## config.mk

```make
export PLATFORM = sky130hd
export DESIGN_NAME = window_scan_sequencer
export DESIGN_NICKNAME = d
export VERILOG_FILES = /design/src/rtl/window_scan_sequencer.sv
export SDC_FILE = /design/constraint.sdc
export NUM_CORES = 1
export LEC_CHECK = 0
export ABC_CLOCK_PERIOD_IN_PS = 4500
export CAP_MARGIN = 40
export CORE_MARGIN = 5
export CORE_UTILIZATION = 55
export CTS_CLUSTER_DIAMETER = 50
export DETAILED_ROUTE_END_ITERATION = 7
export PLACE_DENSITY_LB_ADDON = 0.08
export RECOVER_POWER = 25
export SYNTH_ARGS = -nofsm -noshare
export SYNTH_HDL_FRONTEND = slang
export SYNTH_SLANG_ARGS = --single-unit
```

## constraint.sdc

```tcl
create_clock -name clk -period 4.5 [get_ports clk]
set_input_delay 1.35 -clock clk [delete_from_list [all_inputs] [get_ports clk]]
set_output_delay 1.35 -clock clk [all_outputs]
set_load 0.02 [all_outputs]
```

## src/rtl/window_scan_sequencer.sv

```systemverilog
`default_nettype none
// ============================================================================
// Module      : window_scan_sequencer
// Description : Walks every valid 3x3 window centre of an image in raster
//               order. It issues pixel reads to fill the window register,
//               triggers the gradient calculation and then issues the
//               edge-result write for each window.
// Revision    : 1.0 - initial release
// ============================================================================
module window_scan_sequencer #(
    parameter int ADDR_W = 16,
    parameter int DIM_W  = 10
) (
    input  logic              clk,
    input  logic              n_rst,
    input  logic              start,
    input  logic [DIM_W-1:0]  img_width,
    input  logic [DIM_W-1:0]  img_height,
    input  logic [ADDR_W-1:0] src_base,
    input  logic [ADDR_W-1:0] dst_base,
    output logic              busy,
    output logic              done,
    output logic              rd_req,
    output logic [ADDR_W-1:0] rd_addr,
    output logic [3:0]        rd_slot,
    input  logic              rd_done,
    output logic              win_shift,
    output logic              calc_start,
    input  logic              calc_done,
    output logic              wr_req,
    output logic [ADDR_W-1:0] wr_addr,
    input  logic              wr_done
);

    typedef enum logic [3:0] {
        IDLE      = 4'd0,
        CHECK     = 4'd1,
        FULL_RD   = 4'd2,
        SHIFT     = 4'd3,
        SHIFT_RD  = 4'd4,
        CALC      = 4'd5,
        CALC_WAIT = 4'd6,
        WRITE     = 4'd7,
        ADVANCE   = 4'd8,
        DONE      = 4'd9
    } state_t;

    state_t            state;

    // Parameters captured when a start is accepted.
    logic [DIM_W-1:0]  width;
    logic [DIM_W-1:0]  height;
    logic [ADDR_W-1:0] src;
    logic [ADDR_W-1:0] dst;

    // Current window centre and address of its top-left pixel. Tracking the
    // top-left address incrementally avoids a row*width multiply.
    logic [DIM_W-1:0]  row;
    logic [DIM_W-1:0]  col;
    logic [ADDR_W-1:0] win_base;

    // Row stride expressed in the address domain.
    logic [ADDR_W-1:0] stride;
    assign stride = ADDR_W'(width);

    // Window scan state machine with all outputs registered.
    always_ff @(posedge clk or negedge n_rst) begin
        if (!n_rst) begin
            state      <= IDLE;
            width      <= '0;
            height     <= '0;
            src        <= '0;
            dst        <= '0;
            row        <= '0;
            col        <= '0;
            win_base   <= '0;
            busy       <= 1'b0;
            done       <= 1'b0;
            rd_req     <= 1'b0;
            rd_addr    <= '0;
            rd_slot    <= 4'd0;
            win_shift  <= 1'b0;
            calc_start <= 1'b0;
            wr_req     <= 1'b0;
            wr_addr    <= '0;
        end else begin
            // Pulse outputs last a single cycle unless re-armed below.
            done       <= 1'b0;
            win_shift  <= 1'b0;
            calc_start <= 1'b0;

            case (state)
                IDLE: begin
                    if (start) begin
                        width  <= img_width;
                        height <= img_height;
                        src    <= src_base;
                        dst    <= dst_base;
                        busy   <= 1'b1;
                        state  <= CHECK;
                    end
                end

                CHECK: begin
                    if ((width < DIM_W'(3)) || (height < DIM_W'(3))) begin
                        done  <= 1'b1;
                        state <= DONE;
                    end else begin
                        row      <= DIM_W'(1);
                        col      <= DIM_W'(1);
                        win_base <= src;
                        wr_addr  <= dst;
                        rd_req   <= 1'b1;
                        rd_addr  <= src;
                        rd_slot  <= 4'd0;
                        state    <= FULL_RD;
                    end
                end

                FULL_RD: begin
                    if (rd_done) begin
                        if (rd_slot == 4'd8) begin
                            rd_req     <= 1'b0;
                            calc_start <= 1'b1;
                            state      <= CALC;
                        end else begin
                            rd_slot <= rd_slot + 4'd1;
                            // Slots 2 and 5 end a window row: wrap to the
                            // left column of the next image row.
                            if ((rd_slot == 4'd2) || (rd_slot == 4'd5)) begin
                                rd_addr <= rd_addr + stride - ADDR_W'(2);
                            end else begin
                                rd_addr <= rd_addr + ADDR_W'(1);
                            end
                        end
                    end
                end

                SHIFT: begin
                    // New right-hand column sits two pixels right of the
                    // (already advanced) top-left corner.
                    rd_req  <= 1'b1;
                    rd_addr <= win_base + ADDR_W'(2);
                    rd_slot <= 4'd2;
                    state   <= SHIFT_RD;
                end

                SHIFT_RD: begin
                    if (rd_done) begin
                        if (rd_slot == 4'd8) begin
                            rd_req     <= 1'b0;
                            calc_start <= 1'b1;
                            state      <= CALC;
                        end else begin
                            rd_slot <= rd_slot + 4'd3;
                            rd_addr <= rd_addr + stride;
                        end
                    end
                end

                CALC: begin
                    state <= CALC_WAIT;
                end

                CALC_WAIT: begin
                    if (calc_done) begin
                        wr_req <= 1'b1;
                        state  <= WRITE;
                    end
                end

                WRITE: begin
                    if (wr_done) begin
                        wr_req <= 1'b0;
                        state  <= ADVANCE;
                    end
                end

                ADVANCE: begin
                    if (col < (width - DIM_W'(2))) begin
                        col       <= col + DIM_W'(1);
                        win_base  <= win_base + ADDR_W'(1);
                        wr_addr   <= wr_addr + ADDR_W'(1);
                        win_shift <= 1'b1;
                        state     <= SHIFT;
                    end else if (row < (height - DIM_W'(2))) begin
                        // Last window of a row has its top-left at column
                        // W-3, so the next row start is three pixels on.
                        row      <= row + DIM_W'(1);
                        col      <= DIM_W'(1);
                        win_base <= win_base + ADDR_W'(3);
                        wr_addr  <= wr_addr + ADDR_W'(1);
                        rd_req   <= 1'b1;
                        rd_addr  <= win_base + ADDR_W'(3);
                        rd_slot  <= 4'd0;
                        state    <= FULL_RD;
                    end else begin
                        done  <= 1'b1;
                        state <= DONE;
                    end
                end

                DONE: begin
                    busy  <= 1'b0;
                    state <= IDLE;
                end

                default: begin
                    busy   <= 1'b0;
                    rd_req <= 1'b0;
                    wr_req <= 1'b0;
                    state  <= IDLE;
                end
            endcase
        end
    end

endmodule
`default_nettype wire

```

* Word level (Yosys, flattened, before mapping) *
Index checks and enable logic that the tools add are counted.

storage, ports and cells
  flip-flop bits (word level) = 134
  latch bits = 0
  memory bits (writable) = 0
  memory bits (read-only) = 0
  bits of input ports = 58
  output and inout bits = 42
  memories kept = 0

operators by class
  $add $sub $neg = 13
  multipliers = 0
  divide/modulo/power cells = 0
  order comparisons = 4
  equality and inequality tests = 25
  shift-type cells = 0
  mux-type cells = 59
  bitwise gates (word level) = 3
  reduce and logical (&&, ||, !) cells = 17

operator list
  cell                   number
  $mux 16                12
  $pmux 16 s5            1
  $pmux 16 s2            2
  $mux 4                 15
  $mux 10                5
  $add 16x1->16 const B  3
  $pmux 10 s2            2
  $add 16x2->16 const B  2
  $pmux 4 s8             1
  $add 10x1->10 const B  2
  $eq 4x3->1 const B     5
  $lt 10x10->1           2
  $lt 10x2->1 const B    2
  $ne 2x2->1 const B     10
  $pmux 4 s5             1
  $sub 10x2->10 const B  2
  $add 16x10->16         1
  $mux 1                 16
  $reduce_or 8->1        2
  $sub 16x2->16 const B  1
  $eq 4x2->1 const B     3
  $eq 4x4->1 const B     3
  $reduce_and 8->1       1
  $reduce_and 3->1       2
  other kinds (19)       25

* Depth between registers and ports, before layout *
Gate-level depths: netlist (run 1).

  depth after elaboration = 6
  mapped depth = 15

* Worst setup path after synthesis (run 1) *
Ideal clock, no wire load.

  path kind = register -> register
  start = reg width[6]
  end = reg rd_addr[10]
  library setup time = 0.125 ns
  arrival time = 3.619 ns
  setup slack = 0.757 ns
  cell stages (with the launch flop) = 14
  buffers on the path = 1
  path through = dfrtp_1 or4_1 nor3_1 nand2_1 xor2_1 ha_1 a2111oi_0 o21ai_0 a21oi_1 a211oi_1 o22a_1 nand2_1 buf_1 mux2_2

on the way
  longest elaborated chain between the ends = 6

ends and longest elaborated chain
  item                      line      text
  start: declaration        51        logic [DIM_W-1:0] width;
  start signal: assignment  95        width <= img_width;
  $add 16x10->16            131, 156
  $sub 16x2->16             131       rd_addr <= rd_addr + stride - ADDR_W'(2);
  $mux 16                   130       if ((rd_slot == 4'd2) || (rd_slot == 4'd5)) begin
  $mux 16                   122       if (rd_slot == 4'd8) begin
  $mux 16                   121       if (rd_done) begin
  $pmux 16 s5               92        case (state)
  end signal: assignment    131
  end signal: assignment    133       rd_addr <= rd_addr + ADDR_W'(1);
  end signal: assignment    143       rd_addr <= win_base + ADDR_W'(2);
  end: declaration          24        output logic [ADDR_W-1:0] rd_addr,

Several ways; a longest one is shown, not always the timed one. The select of a mux whose other input is x is not followed.
A chain may end at the register's enable or synchronous reset.

* Final worst setup path (run 1) *
  start = reg width[6]
  end = reg win_base[0]

on the way
  longest elaborated chain between the ends = 4

ends and longest elaborated chain
  item                                                              line      text
  $sub 10x2->10 / $lt 10x2->1 (equally long branches)               180, 105
  $lt 10x10->1 / $logic_or 1x1->1 (equally long branches)           180, 105
  $ne 3x3->1 (no line), or another cell as far along                n/a
  $reduce_and 3->1 (no line) / $pmux 16 s2 (equally long branches)  n/a
  end signal: assignment                                            111       win_base <= src;
  end signal: assignment                                            182       win_base <= win_base + ADDR_W'(1);
  end signal: assignment                                            191       win_base <= win_base + ADDR_W'(3);
  end: declaration                                                  60        logic [ADDR_W-1:0] win_base;

Several ways; a longest one is shown, not always the timed one.

==> impl_metrics.csv, run 1 <==
group,metric,value,unit
detailed_routing,drc,0,
yosys,synth_cell_type_count,74,
detailed_routing,wl,25.7,mm
sta,slew_headroom,-27.0,%
worst_hold_path,holdCritPathClass,"reg2reg",
placed_design,place_area,10500,µm²
worst_setup_path,critPathMaxFanout,30,
yosys,ys_warn_count,0,
sta,finalCriticalPeriod,4.08,ns
final_layout,layout-drive-gt1-share,10.9,%
placed_design,port-buffer-count,99,
yosys,synth_edf_count,0,
clock_network,tritoncts,"done",
grt,grt_pass1_wl,42.1,mm
worst_setup_path,timing.rr.start,"width[6]",
clock_network,cts_resized,0,
final_layout,final_net_count,1233,
worst_setup_path,crit_path_start_kind,"register",
sta,grt_setup_unrepaired,"no",
detailed_routing,post_drt_wl_per_cell,18.8,µm
yosys,syn_nets,1151,
clock_network,cts.sinks,134,
sta,slew_viol_final,75,
yosys,ys_ff_latch,134,
outcome,violations,"max-capacitance violations, max-slew violations",
sta,skew,0.0137,ns
worst_setup_path,crit_start,"width[6]",
floorplan,dieWidth,140,µm
power,vdd_drop_max,0.482,mV
clock_network,cts_setup_buffers,0,
detailed_routing,avgViaCountPerCell,6.24,
sta,worst_pin_slew,1.91,ns
final_layout,utilization,66.8,%
grt,overflow,0,
worst_setup_path,worst_ep_arrival_time,4.39,ns
final_layout,area_growth,19.6,%
placed_design,globalplace.congestion,0.928,
grt,grt_pass1_vias,7985,
job,cap_violations,1,
yosys,synth_cells,1051,
clock_network,cts_root_buffer,"clkbuf_16",
clock_network,cts_max_level,4,
floorplan,die_h,140,µm
sta,fmax,0.245,GHz
final_layout,diodes,0,
sta,setup_tns,0,ns
clock_network,cts_buffers,17,
grt,grt_usage,26.3,%
power,totalPowerFinal,8.15,mW
yosys,ys_seq_area_share,36.4,%
detailed_routing,ant_nets,0,
worst_setup_path,endpoint_kind,"register",
placed_design,hpwl,18.4,mm
yosys,avgSynthCellArea,8.78,µm²
yosys,synthFlopType,"dfrtp_1",
worst_hold_path,holdPathStages,1,
clock_network,insertion_delay,0.43,ns
worst_hold_path,min_from,"dst[4]",
final_layout,final_common_cell,"dfrtp_1",
clock_network,clk_pin_slew,0.06,ns
detailed_routing,drt-initial-drc-count,605,
detailed_routing,via_count,8530,
final_layout,layout_common_cells,"dfrtp_1 (134), nand2_1 (107), clkdlybuf4s50_1 (98), o21ai_0 (90), nor2_1 (88)",
worst_setup_path,reg2reg_depth,15,
floorplan,die_area,19500,µm²
floorplan,coreArea,16500,µm²
clock_network,cts_buffer_depth,2,
clock_network,hold_buffers,0,
sta,fin_crit_sh,90.7,%
outcome,outcome,"finished, violations left",
yosys,synth_area,9220,µm²
sta,fin_hold_ws,0.498,ns
floorplan,initial_utilization,55.8,%
power,cellPowerDensity,739,nW/µm²
final_layout,design_area,11000,µm²
detailed_routing,dr.pass1.iters,6,
floorplan,rows,47,
sta,setup_viol,0,
power,leakagePower,4.59,nW
final_layout,fill_cells,1342,
grt,grt_max_degree,75,
floorplan,boundaryPins,100,
yosys,synthArstFlopShare,100,%
grt,antenna_found_initial,0,
worst_setup_path,cp.required,4.81,ns
worst_setup_path,crit_type,"reg2reg",
sta,hold_violations,0,
## cells in the mapped netlist (4+ instances only)
library cell | n | share of area, %
dfrtp_1 | 134 | 36
nand2_1 | 108 | 4.4
o21ai_0 | 90 | 4.9
nor2_1 | 89 | 3.6
a21oi_1 | 80 | 4.3
mux2_2 | 58 | 7.1
clkbuf_1 | 48 | 2.0
ha_1 | 40 | 5.4
nand3_1 | 36 | 2.0
xnor2_1 | 34 | 3.2
and3_1 | 25 | 1.7
xor2_1 | 23 | 2.2
inv_1 | 22 | 0.90
nor3_1 | 20 | 1.1
nand4_1 | 17 | 1.2
o22ai_1 | 17 | 1.2
o31ai_1 | 12 | 0.98
a31oi_1 | 11 | 0.75
or3_1 | 11 | 0.75
a211oi_1 | 10 | 0.81
a21o_1 | 10 | 0.81
a221oi_1 | 10 | 0.95
a22oi_1 | 10 | 0.81
mux2i_1 | 8 | 0.87
nor2b_1 | 8 | 0.54
nor4_1 | 8 | 0.54
nand2b_1 | 7 | 0.47
a221o_1 | 6 | 0.65
and2_1 | 6 | 0.41
nand3b_1 | 6 | 0.49
a2111oi_0 | 5 | 0.47
buf_1 | 5 | 0.20
a22o_1 | 4 | 0.38
nor4b_1 | 4 | 0.38
## per-layer routing
metal,part of all wire [%],up-vias,GRT usage (%)
met3,6.9,42,5.76
li1,-,4081,-
met5,0,-,0
met2,46,338,40.9
met1,45,4069,37.3
met4,1.8,0,7.26
## metrics by stage
| stage | setup slack (ns) | std cells |
|---|---|---|
| 2_1_floorplan | 0.757 | 1051 |
| 3_3_place_gp | 0.519 | 1333 |
| 3_5_place_dp | 0.551 | 1334 |
| 4_1_cts | 0.462 | 1366 |
| 5_1_grt | 0.0815 | 1366 |
| 6_report | 0.420 | 1366 |
## state kept, by name (all words and copies together), names as in the netlist, 4 cells and up
signal and flops:
height 10, dst 16, col 10, win_base 16
row 10, src 16, wr_addr 16, rd_addr 16
state 4, rd_slot 4, width 10
## layout make-up
| type | count | area, µm² | share of cell area, % |
|---|---|---|---|
| inverters | 22 | 82.6 | 0.749 |
| repair buffers | 119 | 1140 | 10.4 |
| clock inverters | 13 | 144 | 1.30 |
| clock buffers | 19 | 443 | 4.01 |
| well taps | 220 | 275 | 2.50 |
| multi-input cells | 839 | 5590 | 50.7 |
| flip-flops and latches | 134 | 3350 | 30.4 |
## where the power goes
| group | switching, mW | internal (mW) |
|---|---|---|
| Sequential | 0.784 | 1.69 |
| Clock | 0.568 | 0.837 |
| Combinational | 2.39 | 1.88 |
## worst max-delay path, stage by stage (launching register included)
cell,delay [ns]
dfrtp_1,0.42
or4_1,0.60
nor3_1,0.27
nand2_1,0.11
xor2_1,0.15
ha_1,0.29
a2111oi_0,0.08
o21ai_0,0.08
a21oi_1,0.06
buf_4,0.16
o41ai_1,0.54
nor2b_2,0.53
buf_4,0.40
nor3_1,0.08
a21oi_1,0.12
nand2_1,0.06
## final timing paths
path	endpoint	slack (ns)
min	dst[4]	0.50
max reg2reg	win_base[0]	0.42
max	win_base[0]	0.42
min in group asynchronous	col[2]	1.46
min reg2reg	dst[4]	0.50
max in group asynchronous	height[0]	1.31
## cells by family after synthesis
logic type	after synthesis	share of synthesized area [%]
AND/OR/NAND/NOR	357	18.5
AO/OA/AOI/OAI	317	22.7
flip-flops	134	36.4
buffers and inverters	78	3.24
multiplexers	66	7.95
XOR/XNOR	57	5.41
adder cells (fa/ha/maj)	42	5.86
Note: power is estimated with default switching activity, not from simulation.
==> run 2: changes to the inputs <==
--- a/config.mk
+++ b/config.mk
@@ -13,6 +13,8 @@
 export DETAILED_ROUTE_END_ITERATION = 7
 export PLACE_DENSITY_LB_ADDON = 0.08
 export RECOVER_POWER = 25
+export SETUP_SLACK_MARGIN = 0.05
+export SLEW_MARGIN = 10
 export SYNTH_ARGS = -nofsm -noshare
 export SYNTH_HDL_FRONTEND = slang
 export SYNTH_SLANG_ARGS = --single-unit
==> results of run 2 <==
Same layout as run 1: the final DEF is identical, and so are final timing and power.
==> run 3: changes to the inputs <==
--- a/config.mk
+++ b/config.mk
@@ -6,7 +6,8 @@
 export NUM_CORES = 1
 export LEC_CHECK = 0
 export ABC_CLOCK_PERIOD_IN_PS = 4500
-export CAP_MARGIN = 40
+export CAP_MARGIN = 20
+export CORE_ASPECT_RATIO = 0.8
 export CORE_MARGIN = 5
 export CORE_UTILIZATION = 55
 export CTS_CLUSTER_DIAMETER = 50
==> impl_metrics.csv, run 3 (synthesis results as in run 1) <==
group,metric,value,unit
outcome,outcome,"finished, violations left",
outcome,violations,"max-capacitance violations, max-slew violations",
worst_hold_path,holdPathEnd,"rd_req",
floorplan,die_h,126,µm
grt,overflow,0,
worst_setup_path,worst_ep_arrival_time,4.45,ns
power,leakagePower,4.57,nW
sta,worst_pin_slew,1.92,ns
sta,hold_violations,0,
sta,slew_headroom,-27.8,%
worst_setup_path,slowest_delay,0.58,ns
job,cap_violations,1,
sta,slew_viol_final,76,
sta,fin_crit_sh,92.1,%
floorplan,boundaryPins,100,
final_layout,final_net_count,1233,
sta,fin_hold_ws,0.494,ns
detailed_routing,post_drt_wl_per_cell,19.1,µm
worst_setup_path,critPathMostFrequentCell,"a21oi_1",
detailed_routing,avgViaCountPerCell,6.27,
detailed_routing,ant_nets,0,
clock_network,insertion_delay,0.43,ns
clock_network,cts_buffer_depth,2,
placed_design,dp.cells,1334,
detailed_routing,dr.pass1.iters,5,
grt,grt_pass1_vias,7931,
clock_network,cts.sinks,134,
final_layout,diodes,0,
placed_design,globalplace.congestion,0.933,
worst_setup_path,timing.rr.start,"width[5]",
worst_setup_path,crit_type,"reg2reg",
final_layout,layout_common_cells,"dfrtp_1 (134), nand2_1 (107), clkdlybuf4s50_1 (98), o21ai_0 (90), nor2_1 (88)",
clock_network,clk_pin_slew,0.06,ns
final_layout,utilization,66.5,%
worst_setup_path,critPathMaxFanout,8,
worst_setup_path,worstPathCellList,"or4_1 > nor3_1 > nand2_1 > xor2_1 > ha_1 > a2111oi_0 > o21ai_0 > a21oi_1 > nor2_1 > mux2i_1 > o31ai_1 > a21oi_1 > a21oi_1",
sta,skew,0.00865,ns
worst_setup_path,crit_path_start_kind,"register",
final_layout,instances_no_fill,1365,
worst_setup_path,cp.required,4.81,ns
clock_network,cts_max_level,4,
detailed_routing,drt-initial-drc-count,722,
worst_setup_path,r2r-end,"win_base[6]",
sta,finalCriticalPeriod,4.15,ns
final_layout,final_common_cell,"dfrtp_1",
sta,grt_setup_unrepaired,"no",
floorplan,dieWidth,155,µm
worst_setup_path,reg2reg_depth,13,
sta,fmax,0.241,GHz
final_layout,layout-drive-gt1-share,10.7,%
clock_network,tritoncts,"done",
grt,grt_pass1_wl,42.2,mm
detailed_routing,via_count,8563,
worst_hold_path,min_from,"rd_req",
power,vdd_drop_max,0.359,mV
sta,setup_viol,0,
grt,antenna_found_initial,0,
placed_design,port-buffer-count,99,
detailed_routing,drc,0,
worst_setup_path,rrSetupSlack,0.35,ns
floorplan,coreArea,16500,µm²
worst_hold_path,holdCritPathClass,"reg2reg",
clock_network,hold_buffers,0,
worst_setup_path,crit_slowest_cell,"or4_1",
clock_network,cts_root_buffer,"clkbuf_16",
floorplan,die_area,19500,µm²
grt,grt_usage,26.8,%
sta,setup_tns,0,ns
worst_setup_path,endpoint_kind,"register",
final_layout,area_growth,19.0,%
detailed_routing,wl,26.0,mm
power,totalPowerFinal,8.05,mW
clock_network,cts_buffers,17,
grt,grt_max_degree,76,
floorplan,initial_utilization,55.9,%
power,cellPowerDensity,733,nW/µm²
worst_hold_path,holdPathStages,2,
floorplan,rows,42,
placed_design,hpwl,18.8,mm
## run 3: cell types whose count changed in the layout (fill, tap and decap cells not counted), sizes merged
| cell | before | now |
|---|---|---|
| clkbuf | 21 | 25 |
| bufinv | 2 | 0 |
| inv | 26 | 23 |
## run 3: repair_timing
action,in CTS,in global routing
gates resized for setup,0,2
setup endpoints to repair,0,1
buffers inserted,0,0
endpoints found under the hold margin,0,0
## run 3: layout make-up
class                      instances  area (µm²)
multi-input combinational        839        5600
fill                            1394        5520
sequential                       134        3350
timing repair buffer             119        1140
clock buffer                      23         478
tap                              220         275
inverter                          22        82.6
clock inverter                     8        50.0
## run 3: per-stage QoR
stage	setup WS (ns)	instance area [µm²]
after floorplan	0.757	9220
after global placement	0.542	10500
after detailed placement	0.404	10500
after CTS	0.306	11000
after global routing	0.0975	11000
final	0.355	11000
## run 3: worst max-delay path by stage
stage | start | end | slack, ns | depth (start not counted)
2_1_floorplan | width[6] | rd_addr[10] | 0.76 | 13
3_3_place_gp | width[5] | win_base[8] | 0.54 | 13
3_5_place_dp | width[5] | win_base[8] | 0.40 | 13
4_1_cts | height[5] | rd_addr[15] | 0.31 | 12
5_1_grt | height[5] | rd_addr[15] | 0.1 | 12
6_report | width[5] | win_base[6] | 0.35 | 13
## run 3: worst max-delay path, delay by kind of cell (launching register included)
kind / cells / cell delay (ns)
AO/OA/AOI/OAI: 6 / 1.33
AND/OR/NAND/NOR: 4 / 1.26
adder cells (fa/ha/maj): 1 / 0.30
flip-flops: 1 / 0.45
multiplexers: 1 / 0.54
XOR/XNOR: 1 / 0.15
## run 3: report_power, final
part,internal [mW],switching [mW],total (mW),leakage [nW]
Combinational,1.89,2.42,4.32,2.64
Clock,0.742,0.536,1.28,0.263
Sequential,1.69,0.762,2.46,1.67
## run 3: metal layers
| metal | global-route usage [%] | share of wire, % | vias up |
|---|---|---|---|
| met1 | 40.1 | 48 | 4112 |
| met2 | 39.2 | 43 | 326 |
| met5 | 0 | 0 | - |
| met4 | 8.77 | 2.1 | 0 |
| met3 | 5.11 | 6.8 | 45 |
| li1 | - | - | 4080 |
